==> config.mk <==
export PLATFORM = sky130hd
export DESIGN_NAME = wb_port_arbiter
export DESIGN_NICKNAME = d
export VERILOG_FILES = /design/src/rtl/wb_port_arbiter.sv
export SDC_FILE = /design/constraint.sdc
export NUM_CORES = 1
export LEC_CHECK = 0
export ABC_CLOCK_PERIOD_IN_PS = 3400
export CAP_MARGIN = 0
export CORE_MARGIN = 1
export CORE_UTILIZATION = 55
export CTS_CLUSTER_SIZE = 30
export DETAILED_ROUTE_END_ITERATION = 12
export PLACE_DENSITY = 0.82
export SETUP_SLACK_MARGIN = 0.05
export SYNTH_ARGS = -nofsm -noshare
export SYNTH_HDL_FRONTEND = slang
export SYNTH_SLANG_ARGS = --single-unit
==> constraint.sdc <==
create_clock -name clk -period 3.4 [get_ports clk]
set_clock_uncertainty 0.1 [all_clocks]
set_input_delay 0.34 -clock clk [delete_from_list [all_inputs] [get_ports clk]]
set_output_delay 0.34 -clock clk [all_outputs]
set_load 0.05 [all_outputs]
==> src/rtl/wb_port_arbiter.sv <==
// rtl/wb_port_arbiter.sv - register-file write port arbiter: pipeline priority, in-order LL result FIFO, starvation stall
// Optional direct LL-to-write-port bypass when the FIFO is empty: define WB_BYPASS_EN.
module wb_port_arbiter #(
    parameter int DEPTH        = 4,
    parameter int STARVE_LIMIT = 8
) (
    input  logic                     clk,
    input  logic                     rst,
    input  logic [4:0]               pipe_rd_addr,
    input  logic [31:0]              pipe_rd,
    input  logic                     pipe_wb_en,
    input  logic                     ll_valid,
    output logic                     ll_ready,
    input  logic [4:0]               ll_rd_addr,
    input  logic [31:0]              ll_rd,
    output logic                     rf_we,
    output logic [4:0]               rf_waddr,
    output logic [31:0]              rf_wdata,
    output logic                     stall_req,
    output logic [$clog2(DEPTH):0]   ll_pending
);

    localparam int PW = $clog2(DEPTH);
    localparam int CW = $clog2(STARVE_LIMIT + 1);
    localparam logic [PW:0]   FULL_CNT = (PW + 1)'(DEPTH);
    localparam logic [CW-1:0] LIMIT_C  = CW'(STARVE_LIMIT);

    typedef enum logic [1:0] {
        S_IDLE,
        S_COUNT,
        S_STALL
    } state_t;

    logic [4:0]    mem_addr [DEPTH];
    logic [31:0]   mem_data [DEPTH];
    logic [PW-1:0] wr_ptr;
    logic [PW-1:0] rd_ptr;

    logic          slot_busy;
    logic          fifo_empty;
    logic          pop;
    logic          push;
    logic          bypass;
    logic          blocked;
    logic [4:0]    head_addr;
    logic [31:0]   head_data;

    state_t        state;
    logic [CW-1:0] starve_cnt;
    logic [CW-1:0] starve_cnt_inc;

    // A pipeline write to x0 is a no-op, so it leaves the slot free for the FIFO.
    assign slot_busy  = pipe_wb_en && (pipe_rd_addr != 5'd0);
    assign fifo_empty = (ll_pending == '0);
    assign ll_ready   = (ll_pending != FULL_CNT);
    assign pop        = !slot_busy && !fifo_empty;
    assign head_addr  = mem_addr[rd_ptr];
    assign head_data  = mem_data[rd_ptr];
    assign blocked    = !fifo_empty && slot_busy;

`ifdef WB_BYPASS_EN
    assign bypass = fifo_empty && !slot_busy && ll_valid;
`else
    assign bypass = 1'b0;
`endif

    assign push = ll_valid && ll_ready && !bypass;

    always_ff @(posedge clk) begin
        if (push) begin
            mem_addr[wr_ptr] <= ll_rd_addr;
            mem_data[wr_ptr] <= ll_rd;
        end
    end

    always_ff @(posedge clk) begin
        if (rst) begin
            wr_ptr     <= '0;
            rd_ptr     <= '0;
            ll_pending <= '0;
        end else begin
            if (push) begin
                wr_ptr <= wr_ptr + PW'(1);
            end
            if (pop) begin
                rd_ptr <= rd_ptr + PW'(1);
            end
            case ({push, pop})
                2'b10:   ll_pending <= ll_pending + (PW + 1)'(1);
                2'b01:   ll_pending <= ll_pending - (PW + 1)'(1);
                default: ll_pending <= ll_pending;
            endcase
        end
    end

    // Address/data only change on a real write so they hold across idle and dropped-x0 cycles.
    always_ff @(posedge clk) begin
        if (rst) begin
            rf_we    <= 1'b0;
            rf_waddr <= 5'd0;
            rf_wdata <= 32'd0;
        end else if (slot_busy) begin
            rf_we    <= 1'b1;
            rf_waddr <= pipe_rd_addr;
            rf_wdata <= pipe_rd;
        end else if (pop) begin
            rf_we <= (head_addr != 5'd0);
            if (head_addr != 5'd0) begin
                rf_waddr <= head_addr;
                rf_wdata <= head_data;
            end
        end else if (bypass) begin
            rf_we <= (ll_rd_addr != 5'd0);
            if (ll_rd_addr != 5'd0) begin
                rf_waddr <= ll_rd_addr;
                rf_wdata <= ll_rd;
            end
        end else begin
            rf_we <= 1'b0;
        end
    end

    assign starve_cnt_inc = starve_cnt + CW'(1);

    always_ff @(posedge clk) begin
        if (rst) begin
            state      <= S_IDLE;
            starve_cnt <= '0;
            stall_req  <= 1'b0;
        end else begin
            case (state)
                S_IDLE: begin
                    if (blocked) begin
                        starve_cnt <= CW'(1);
                        if (CW'(1) == LIMIT_C) begin
                            state     <= S_STALL;
                            stall_req <= 1'b1;
                        end else begin
                            state <= S_COUNT;
                        end
                    end
                end
                S_COUNT: begin
                    if (blocked) begin
                        starve_cnt <= starve_cnt_inc;
                        if (starve_cnt_inc == LIMIT_C) begin
                            state     <= S_STALL;
                            stall_req <= 1'b1;
                        end
                    end else begin
                        state      <= S_IDLE;
                        starve_cnt <= '0;
                    end
                end
                S_STALL: begin
                    if (pop || fifo_empty) begin
                        state      <= S_IDLE;
                        starve_cnt <= '0;
                        stall_req  <= 1'b0;
                    end
                end
                default: begin
                    state      <= S_IDLE;
                    starve_cnt <= '0;
                    stall_req  <= 1'b0;
                end
            endcase
        end
    end

endmodule

==> flow_summary.yaml, run 1 <==
status:
  status: "completed"
synth:
  syn_inst: 565
  synth_nets: 650
  ys_seq_area_share_pct: 62.0
  syn_avg_cell_area_um2: 15.8
  ys_top_cells_by_area: "edfxtp_1, dfxtp_1, mux4_2"
  ys.flop_type: "edfxtp_1"
  yosysTopAreaCell: "edfxtp_1"
  syn_area_mm2: 0.00891
  yosys_warnings: 0
  synth-edff-count: 148
  yosysUniqueCellTypes: 47
  async_flop_share_pct: 0
  ys_seq_elements: 202
  synth_top_area_share_pct: 49.9
die:
  initial_core_util_pct: 56.3
  die_area_mm2: 0.0167
  die-height_um: 129
  num_rows: 46
  core-area_mm2: 0.0158
  dieWidth_um: 129
  boundaryPins: 121
power_and_ir_drop:
  p_leak_nw: 3.59
  pwr_density_cell_mw_per_mm2: 780
  peakVddDrop_uv: 783
timing:
  worst_pin_slew_ns: 1.05
  fin_crit_sh_pct: 81.4
  final-max-slew-violation-count: 0
  timing.fmax_mhz: 361
  setup_ws_ns: 0.633
  min_period_ns: 2.77
  slew_headroom_pct: 29.7
  finalHoldViolCount: 0
  setup_viol: 0
  finalSetupTns_ns: 0
  rsz0062_at_grt: "false"
setup_path:
  critPathKind: "register to register"
  crit_path_top_delay_cell: "or4_4"
  cp_top_family: "simple AND/OR/NAND/NOR gates"
  max_stage_delay_ns: 0.83
  cp.required_ns: 3.63
  cp_cell_sequence: "buf_4 > mux4_2 > or4_4 > nor4_1 > nor4_1"
  crit_end: "rf_wdata[2]"
  cp_max_fo: 33
  r2r_cells: 5
  critPathBufInv: 1
  r2r_end: "rf_wdata[2]"
  path_common_cell: "nor4_1"
  r2r_slack_ns: 0.63
  worstPathArrival_ns: 3.00
  worst_setup_path_start_kind: "register"
  cp-end-kind: "register"
  cp.depth: 5
layout:
  fin_nets: 764
  final_common_cell: "edfxtp_1"
  final_area_mm2: 0.0111
  antenna_cells: 0
  nFillCells: 1018
  areaGrowthSynthToFinish_pct: 24.0
  final_util_pct: 69.8
  multi_input_area_mm2: 0.00313
  seq_area_mm2: 0.00553
  layout-drive-gt1-share_pct: 21.8
  instances_no_fill: 909
  final_cell_mix: "edfxtp_1, clkdlybuf4s50_1, dfxtp_1"
route:
  via_count: 5746
  remaining_drc_errors: 0
  ant_nets: 0
  routed_wl_um: 20100
  firstDrtPassIters: 5
  avgRoutedWirePerCell_um: 22.1
  drt-initial-drc-count: 440
  via_per_inst: 6.32
cts:
  cts.repair.resized: 0
  cts_tree: "built"
  cts_hold_buf: 0
  cts.path.max_buffers: 3
  cts_max_level: 1
  cts_root_buffer: "clkbuf_16"
  clk_pin_slew_ns: 0.06
  clock_sinks: 202
  numCtsBuffers: 21
  cts_setup_buffers: 0
  clock_latency_ns: 0.49
global_route:
  grt_pass1_vias: 5797
  grt_pass1_wl_um: 31600
  antenna_found_initial: 0
  grt_overflow: 0
  grt_max_degree: 78
  track_usage_pct: 25.0
hold_path:
  min-delay-start: "rst"
  min_path_type: "input pin to register"
  holdPathStages: 2
placed_design:
  pre_cts_slack_ns: 0.542
  placedCellCount: 872
  dp_hpwl_um: 12400
  post_dp_cell_area_mm2: 0.0103
  portBuffers: 120
  gp_congestion: 0.756
job:
  cap_violations: 0
routing by layer:
layer | wire, um | up-vias | global-route usage, %
met1 | 8280 | 2957 | 33.4
li1 | - | 2531 | -
met5 | 0 | - | 0
met3 | 1170 | 36 | 3.76
met2 | 10300 | 222 | 42.9
met4 | 394 | 0 | 6.99
worst min path at each step:
| stage | to | slack, ns |
|---|---|---|
| 2_1_floorplan | mem_addr[0][0] | 0.34 |
| 3_3_place_gp | register | 0.36 |
| 3_5_place_dp | register | 0.39 |
| 4_1_cts | ll_pending[1] | 0.29 |
| 5_1_grt | ll_pending[1] | 0.31 |
| 6_report | ll_pending[1] | 0.30 |
where the power goes:
group	switching (mW)	total [mW]	internal (mW)
Combinational	1.86	2.97	1.10
Sequential	0.242	3.28	3.04
Clock	0.922	2.37	1.45
Total	3.02	8.62	5.59
cells by family after synthesis:
logic type / after synthesis / share of synthesized area [%]
xor+xnor: 5 / 0.491
simple gates: 145 / 13.4
flops: 202 / 62.0
compound gates: 72 / 6.43
fa+ha+maj: 7 / 1.07
buf+inv: 62 / 3.40
mux: 72 / 13.2
area by class of cell:
cell class	count	share of cell area [%]
multi-input cells	301	28.3
flip-flops and latches	202	50.0
repair buffers	141	12.4
well taps	216	2.45
inverters	12	0.408
clock inverters	11	1.52
clock buffers	26	4.92
worst reg2reg max path: stages, from the launching register on:
cell     delay (ns)
dfxtp_2        0.41
buf_4          0.27
mux4_2         0.60
or4_4          0.83
nor4_1         0.30
nor4_1         0.10
per-stage QoR:
| step | hold slack (ns) | power [mW] |
|---|---|---|
| 6_report | 0.297 | 8.62 |
| 5_1_grt | 0.308 | 8.97 |
| 3_3_place_gp | 0.358 | 6.18 |
| 2_1_floorplan | 0.339 | 5.38 |
| 4_1_cts | 0.285 | 8.67 |
| 3_5_place_dp | 0.391 | 6.29 |
state kept, by name, summed over array words and instances (netlist names), named ones only:
| signal | count |
|---|---|
| mem_data | 128 |
| rf_wdata | 32 |
| mem_addr | 20 |
| rf_waddr | 5 |
| starve_cnt | 4 |
| ll_pending | 3 |
| rd_ptr | 2 |
| state | 2 |
| wr_ptr | 2 |
| rf_we | 1 |
| stall_req | 1 |
synth_stat cells (3+ instances only):
cell type / n
edfxtp_1: 148
dfxtp_1: 54
nor4_2: 48
mux2i_1: 35
mux4_2: 35
nand2b_1: 35
clkbuf_1: 28
a2111oi_1: 25
nor4_1: 19
inv_1: 12
a2111oi_0: 11
a21oi_1: 10
o21ai_0: 10
nor2_1: 9
buf_2: 8
buf_6: 8
nor3_1: 7
and3_1: 6
buf_1: 6
ha_1: 6
a211oi_1: 5
nand3_1: 5
nand2_1: 3
or4_1: 3
xnor2_1: 3
No activity file was read; power rests on OpenSTA's default activity.
==> run 2: changes to the inputs <==
--- a/config.mk
+++ b/config.mk
@@ -5,13 +5,13 @@
 export SDC_FILE = /design/constraint.sdc
 export NUM_CORES = 1
 export LEC_CHECK = 0
-export ABC_CLOCK_PERIOD_IN_PS = 3400
+export ABC_CLOCK_PERIOD_IN_PS = 2400
 export CAP_MARGIN = 0
 export CORE_MARGIN = 1
-export CORE_UTILIZATION = 55
+export CORE_UTILIZATION = 50
 export CTS_CLUSTER_SIZE = 30
 export DETAILED_ROUTE_END_ITERATION = 12
-export PLACE_DENSITY = 0.82
+export PLACE_DENSITY = 0.79
 export SETUP_SLACK_MARGIN = 0.05
 export SYNTH_ARGS = -nofsm -noshare
 export SYNTH_HDL_FRONTEND = slang
==> constraint.sdc (replaced) <==
create_clock -name clk -period 2.4 [get_ports clk]
set_clock_uncertainty 0.1 [all_clocks]
set_input_delay 0.24 -clock clk [delete_from_list [all_inputs] [get_ports clk]]
set_output_delay 0.24 -clock clk [all_outputs]
set_load 0.05 [all_outputs]
==> run 2 against run 1 <==
  * The flow now finishes with violations (setup timing)
  * Sequential share of layout area fell by 2.8 points
  * Non-clock buffer count rose by 35
  * Clock power rose by 44%
  * Routed wire length rose by 7.1%
  * First-iteration DRC count fell by 22%
  * Global-route usage fell by 0.85 points
  * Design area rose by 6.1%
==> flow_summary.yaml, run 2 (synthesized netlist as in run 1, its figures left out) <==
status:
  status: "finished, violations left"
  violations: "setup timing"
route:
  firstDrtPassIters: 4
  drt-initial-drc-count: 342
  via_per_inst: 6.08
  remaining_drc_errors: 0
  via_count: 5826
  avgRoutedWirePerCell_um: 22.5
  ant_nets: 0
  routed_wl_um: 21500
die:
  core-area_mm2: 0.0174
  num_rows: 48
  die-height_um: 136
  dieWidth_um: 136
  boundaryPins: 121
  die_area_mm2: 0.0184
  initial_core_util_pct: 51.4
timing:
  worst_pin_slew_ns: 0.669
  rsz0062_at_grt: "true"
  min_period_ns: 2.41
  setup_viol: 1
  timing.fmax_mhz: 414
  finalSetupTns_ns: -0.0145
  slew_headroom_pct: 55.4
  fin_crit_sh_pct: 101
  setup_ws_ns: -0.0145
  final-max-slew-violation-count: 0
  finalHoldViolCount: 0
setup_path:
  worst_setup_path_start_kind: "register"
  cp.required_ns: 2.65
  cp_max_fo: 19
  critPathKind: "register to register"
  worstPathArrival_ns: 2.67
  cp-end-kind: "register"
placed_design:
  dp_hpwl_um: 13200
  portBuffers: 120
  placedCellCount: 904
  gp_congestion: 0.819
  post_dp_cell_area_mm2: 0.0107
layout:
  fin_nets: 800
  final_common_cell: "edfxtp_1"
  regMostFlops: "mem_data"
  final_util_pct: 67.6
  final_area_mm2: 0.0117
  instances_no_fill: 958
  largest_reg_flops: 128
  areaGrowthSynthToFinish_pct: 31.6
  layout-drive-gt1-share_pct: 28.2
  final_cell_mix: "edfxtp_1, clkdlybuf4s50_1, dfxtp_1"
  reg_top3: "mem_data (128), rf_wdata (32), mem_addr (20)"
cts:
  clk_pin_slew_ns: 0.06
  cts.path.max_buffers: 3
  cts_tree: "built"
  clock_latency_ns: 0.49
  clock_sinks: 202
  cts_max_level: 1
  cts_root_buffer: "clkbuf_16"
  numCtsBuffers: 22
  cts_hold_buf: 0
global_route:
  top_usage_layer: "met2"
  grt_pass1_wl_um: 33800
  met2_usage_pct: 41.6
  grt_overflow: 0
  antenna_found_initial: 3
  track_usage_pct: 24.1
  grt_pass1_vias: 6137
  use_met1_pct: 31.4
  grt_max_degree: 74
  use_met3_pct: 4.30
power_and_ir_drop:
  peakVddDrop_uv: 1440
  power.total_mw: 12.9
  p_leak_nw: 3.85
  pwr_density_cell_mw_per_mm2: 1100
hold_path:
  min_path_type: "input pin to register"
job:
  cap_violations: 0
[run 2: area by class of cell]
cell class                 count  area [um^2]
clock inverter                 9         98.8
fill                        1140         5630
clock buffer                  31          647
multi-input combinational    301         3310
timing repair buffer         176         1800
tap                          225          282
inverter                      12         47.5
antenna                        2         5.00
sequential                   202         5540
[run 2: path summary, 6_finish.rpt]
| kind | depth (start not counted) | end | start | slack, ns |
|---|---|---|---|---|
| worst max-delay path | 6 | rf_wdata[2] | register | -0.01 |
| worst min-delay path | 2 | rf_we | rst | 0.21 |
| worst max register to register | 6 | rf_wdata[2] | register | -0.01 |
| worst min register to register | 2 | starve_cnt[1] | starve_cnt[1] | 0.39 |
[run 2: where the power goes]
group	leakage, nW	switching [mW]	internal, mW
logic	1.68	2.86	1.93
clock network	0.364	1.32	2.10
registers	1.81	0.363	4.31
[run 2: routing by layer]
metal | vias to the layer above | wire (um)
met1 | 2958 | 8940
met5 | - | 13
met3 | 31 | 1360
met4 | 2 | 363
li1 | 2610 | -
met2 | 225 | 10900
[run 2: timing repair]
action	4_1_cts	5_1_grt
gates cloned	0	1
gates resized for setup	8	26
endpoints found under the hold margin	0	0
buffers inserted	8	5
pin swaps	6	21
endpoints found under the setup margin	34	34
[run 2: worst max-delay path, cell delays in order, from the launching register on]
cell	delay, ns
dfxtp_4	0.36
buf_6	0.12
mux4_2	0.56
or4_4	0.62
buf_12	0.21
nor4_2	0.21
nor4_1	0.10
[run 2: metrics by stage]
stage | hold WS [ns] | worst slack (ns)
after floorplan | 0.239 | 0.00236
after global placement | 0.360 | -0.222
after detailed placement | 0.379 | -0.337
after CTS | 0.181 | -0.00463
after global routing | 0.228 | -0.0681
final | 0.210 | -0.0145
==> run 3: changes to the inputs <==
--- a/config.mk
+++ b/config.mk
@@ -8,10 +8,11 @@
 export ABC_CLOCK_PERIOD_IN_PS = 2400
 export CAP_MARGIN = 0
 export CORE_MARGIN = 1
-export CORE_UTILIZATION = 50
+export CORE_UTILIZATION = 51
+export CTS_BUF_LIST = sky130_fd_sc_hd__clkbuf_4 sky130_fd_sc_hd__clkbuf_8
 export CTS_CLUSTER_SIZE = 30
 export DETAILED_ROUTE_END_ITERATION = 12
-export PLACE_DENSITY = 0.79
+export PLACE_DENSITY = 0.8
 export SETUP_SLACK_MARGIN = 0.05
 export SYNTH_ARGS = -nofsm -noshare
 export SYNTH_HDL_FRONTEND = slang
==> run 3 against run 2 <==
  * Critical path depth grew 1
  * Highest routed layer is now met4
  * Clock power fell by 8.2%
  * Clock-buffer cell count grew 30
  * Setup slack got worse by 0.032 ns
  * Core utilization rose by 1.9 points
  * The flow still finishes with violations (setup timing)
  * Total power shrank 1.9%
  * Critical endpoint is now rf_wdata[4]
  * Largest cell class unchanged
==> flow_summary.yaml, run 3 (synthesized netlist as in run 1, its figures left out) <==
cts:
  cts.path.max_buffers: 3
  cts_root_buffer: "clkbuf_8"
  clock_latency_ns: 0.51
  cts_max_level: 2
  clock_sinks: 202
  clk_pin_slew_ns: 0.06
  cts_tree: "built"
  cts_hold_buf: 0
  numCtsBuffers: 34
status:
  violations: "setup timing"
  status: "finished, violations left"
placed_design:
  dp_hpwl_um: 13000
  pre_cts_slack_ns: -0.308
  portBuffers: 120
  post_dp_cell_area_mm2: 0.0107
  gp_congestion: 0.803
route:
  avgRoutedWirePerCell_um: 22.0
  routed_wl_um: 21400
  drt-initial-drc-count: 412
  remaining_drc_errors: 0
  firstDrtPassIters: 5
  ant_nets: 0
  via_count: 5920
  via_per_inst: 6.09
global_route:
  antenna_found_initial: 0
  grt_pass1_wl_um: 32900
  track_usage_pct: 24.0
  grt_max_degree: 74
  grt_pass1_vias: 6123
  grt_overflow: 0
layout:
  antenna_cells: 0
  final_cell_mix: "edfxtp_1, clkdlybuf4s50_1, dfxtp_1"
  areaGrowthSynthToFinish_pct: 31.1
  final_common_cell: "edfxtp_1"
  layout-drive-gt1-share_pct: 31.8
  reg_top3: "mem_data (128), rf_wdata (32), mem_addr (20)"
  final_area_mm2: 0.0117
  fin_nets: 811
  regMostFlops: "mem_data"
  largest_reg_flops: 128
die:
  dieWidth_um: 134
  num_rows: 47
  die_area_mm2: 0.0180
  core-area_mm2: 0.0168
  die-height_um: 134
  initial_core_util_pct: 53.0
  boundaryPins: 121
timing:
  finalHoldViolCount: 0
  worst_pin_slew_ns: 0.713
  rsz0062_at_grt: "true"
  timing.fmax_mhz: 409
  slew_headroom_pct: 52.5
  setup_viol: 3
  min_period_ns: 2.45
  final-max-slew-violation-count: 0
  setup_ws_ns: -0.0468
  fin_crit_sh_pct: 102
setup_path:
  worstPathArrival_ns: 2.72
  cp.required_ns: 2.68
  critPathBufInv: 3
  cp_top_family: "simple AND/OR/NAND/NOR gates"
  cp_cell_sequence: "buf_8 > mux4_2 > buf_4 > or4_4 > buf_12 > nor4_2 > nor4_2"
  path_common_cell: "nor4_2"
  critPathKind: "register to register"
  crit_path_top_delay_cell: "mux4_2"
  cp-end-kind: "register"
  max_stage_delay_ns: 0.54
  worst_setup_path_start_kind: "register"
  cp_max_fo: 33
power_and_ir_drop:
  peakVddDrop_uv: 1220
  p_leak_nw: 3.88
  pwr_density_cell_mw_per_mm2: 1080
job:
  cap_violations: 0
hold_path:
  min_path_type: "input pin to register"
## run 3: power by group
group          total, mW  internal [mW]  switching, mW  leakage [nW]
Combinational       4.85           1.99           2.86          1.68
Sequential          4.66           4.31          0.347          1.81
Clock               3.13           1.83           1.29         0.386
## run 3: repair_timing
action                                  4_1_cts  5_1_grt
gates resized for setup                      10       22
endpoints found under the setup margin       36       39
gates cloned                                  1        2
setup buffers                                 8        4
pin swaps                                    15       16
## run 3: final timing paths
path	startpoint	endpoint	slack, ns	depth (start not counted)
worst max register to register	register	rf_wdata[4]	-0.05	7
worst min register to register	rd_ptr[1]	register	0.38	2
worst min-delay path	rst	wr_ptr[0]	0.17	2
worst max-delay path	register	rf_wdata[4]	-0.05	7
## run 3: layer usage
layer / wire (um) / vias to the layer above / GRT usage [%] / share of wire [%]
li1: - / 2637 / - / -
met1: 8730 / 2999 / 30.9 / 41
met2: 10700 / 231 / 40.2 / 50
met3: 1400 / 53 / 5.33 / 6.5
met4: 505 / 0 / 8.30 / 2.4
met5: 0 / - / 0 / 0
## run 3: cell type report
cell class / count / area, um^2
tap: 220 / 275
timing repair buffer: 175 / 1830
inverter: 12 / 47.5
multi-input combinational: 301 / 3280
clock buffer: 61 / 708
fill: 1099 / 5140
sequential: 202 / 5540
clock inverter: 1 / 3.75
## run 3: per-stage QoR
stage	setup TNS [ns]	instances	hold WS (ns)	power (mW)	utilization [%]
2_1_floorplan	0	565	0.239	7.65	-
3_3_place_gp	-0.305	897	0.355	9.03	63.4
3_5_place_dp	-1.34	897	0.373	9.21	63.4
4_1_cts	0	966	0.148	12.5	68.4
5_1_grt	-1.54	972	0.167	13.2	69.5
6_report	-0.0597	972	0.175	12.6	69.5
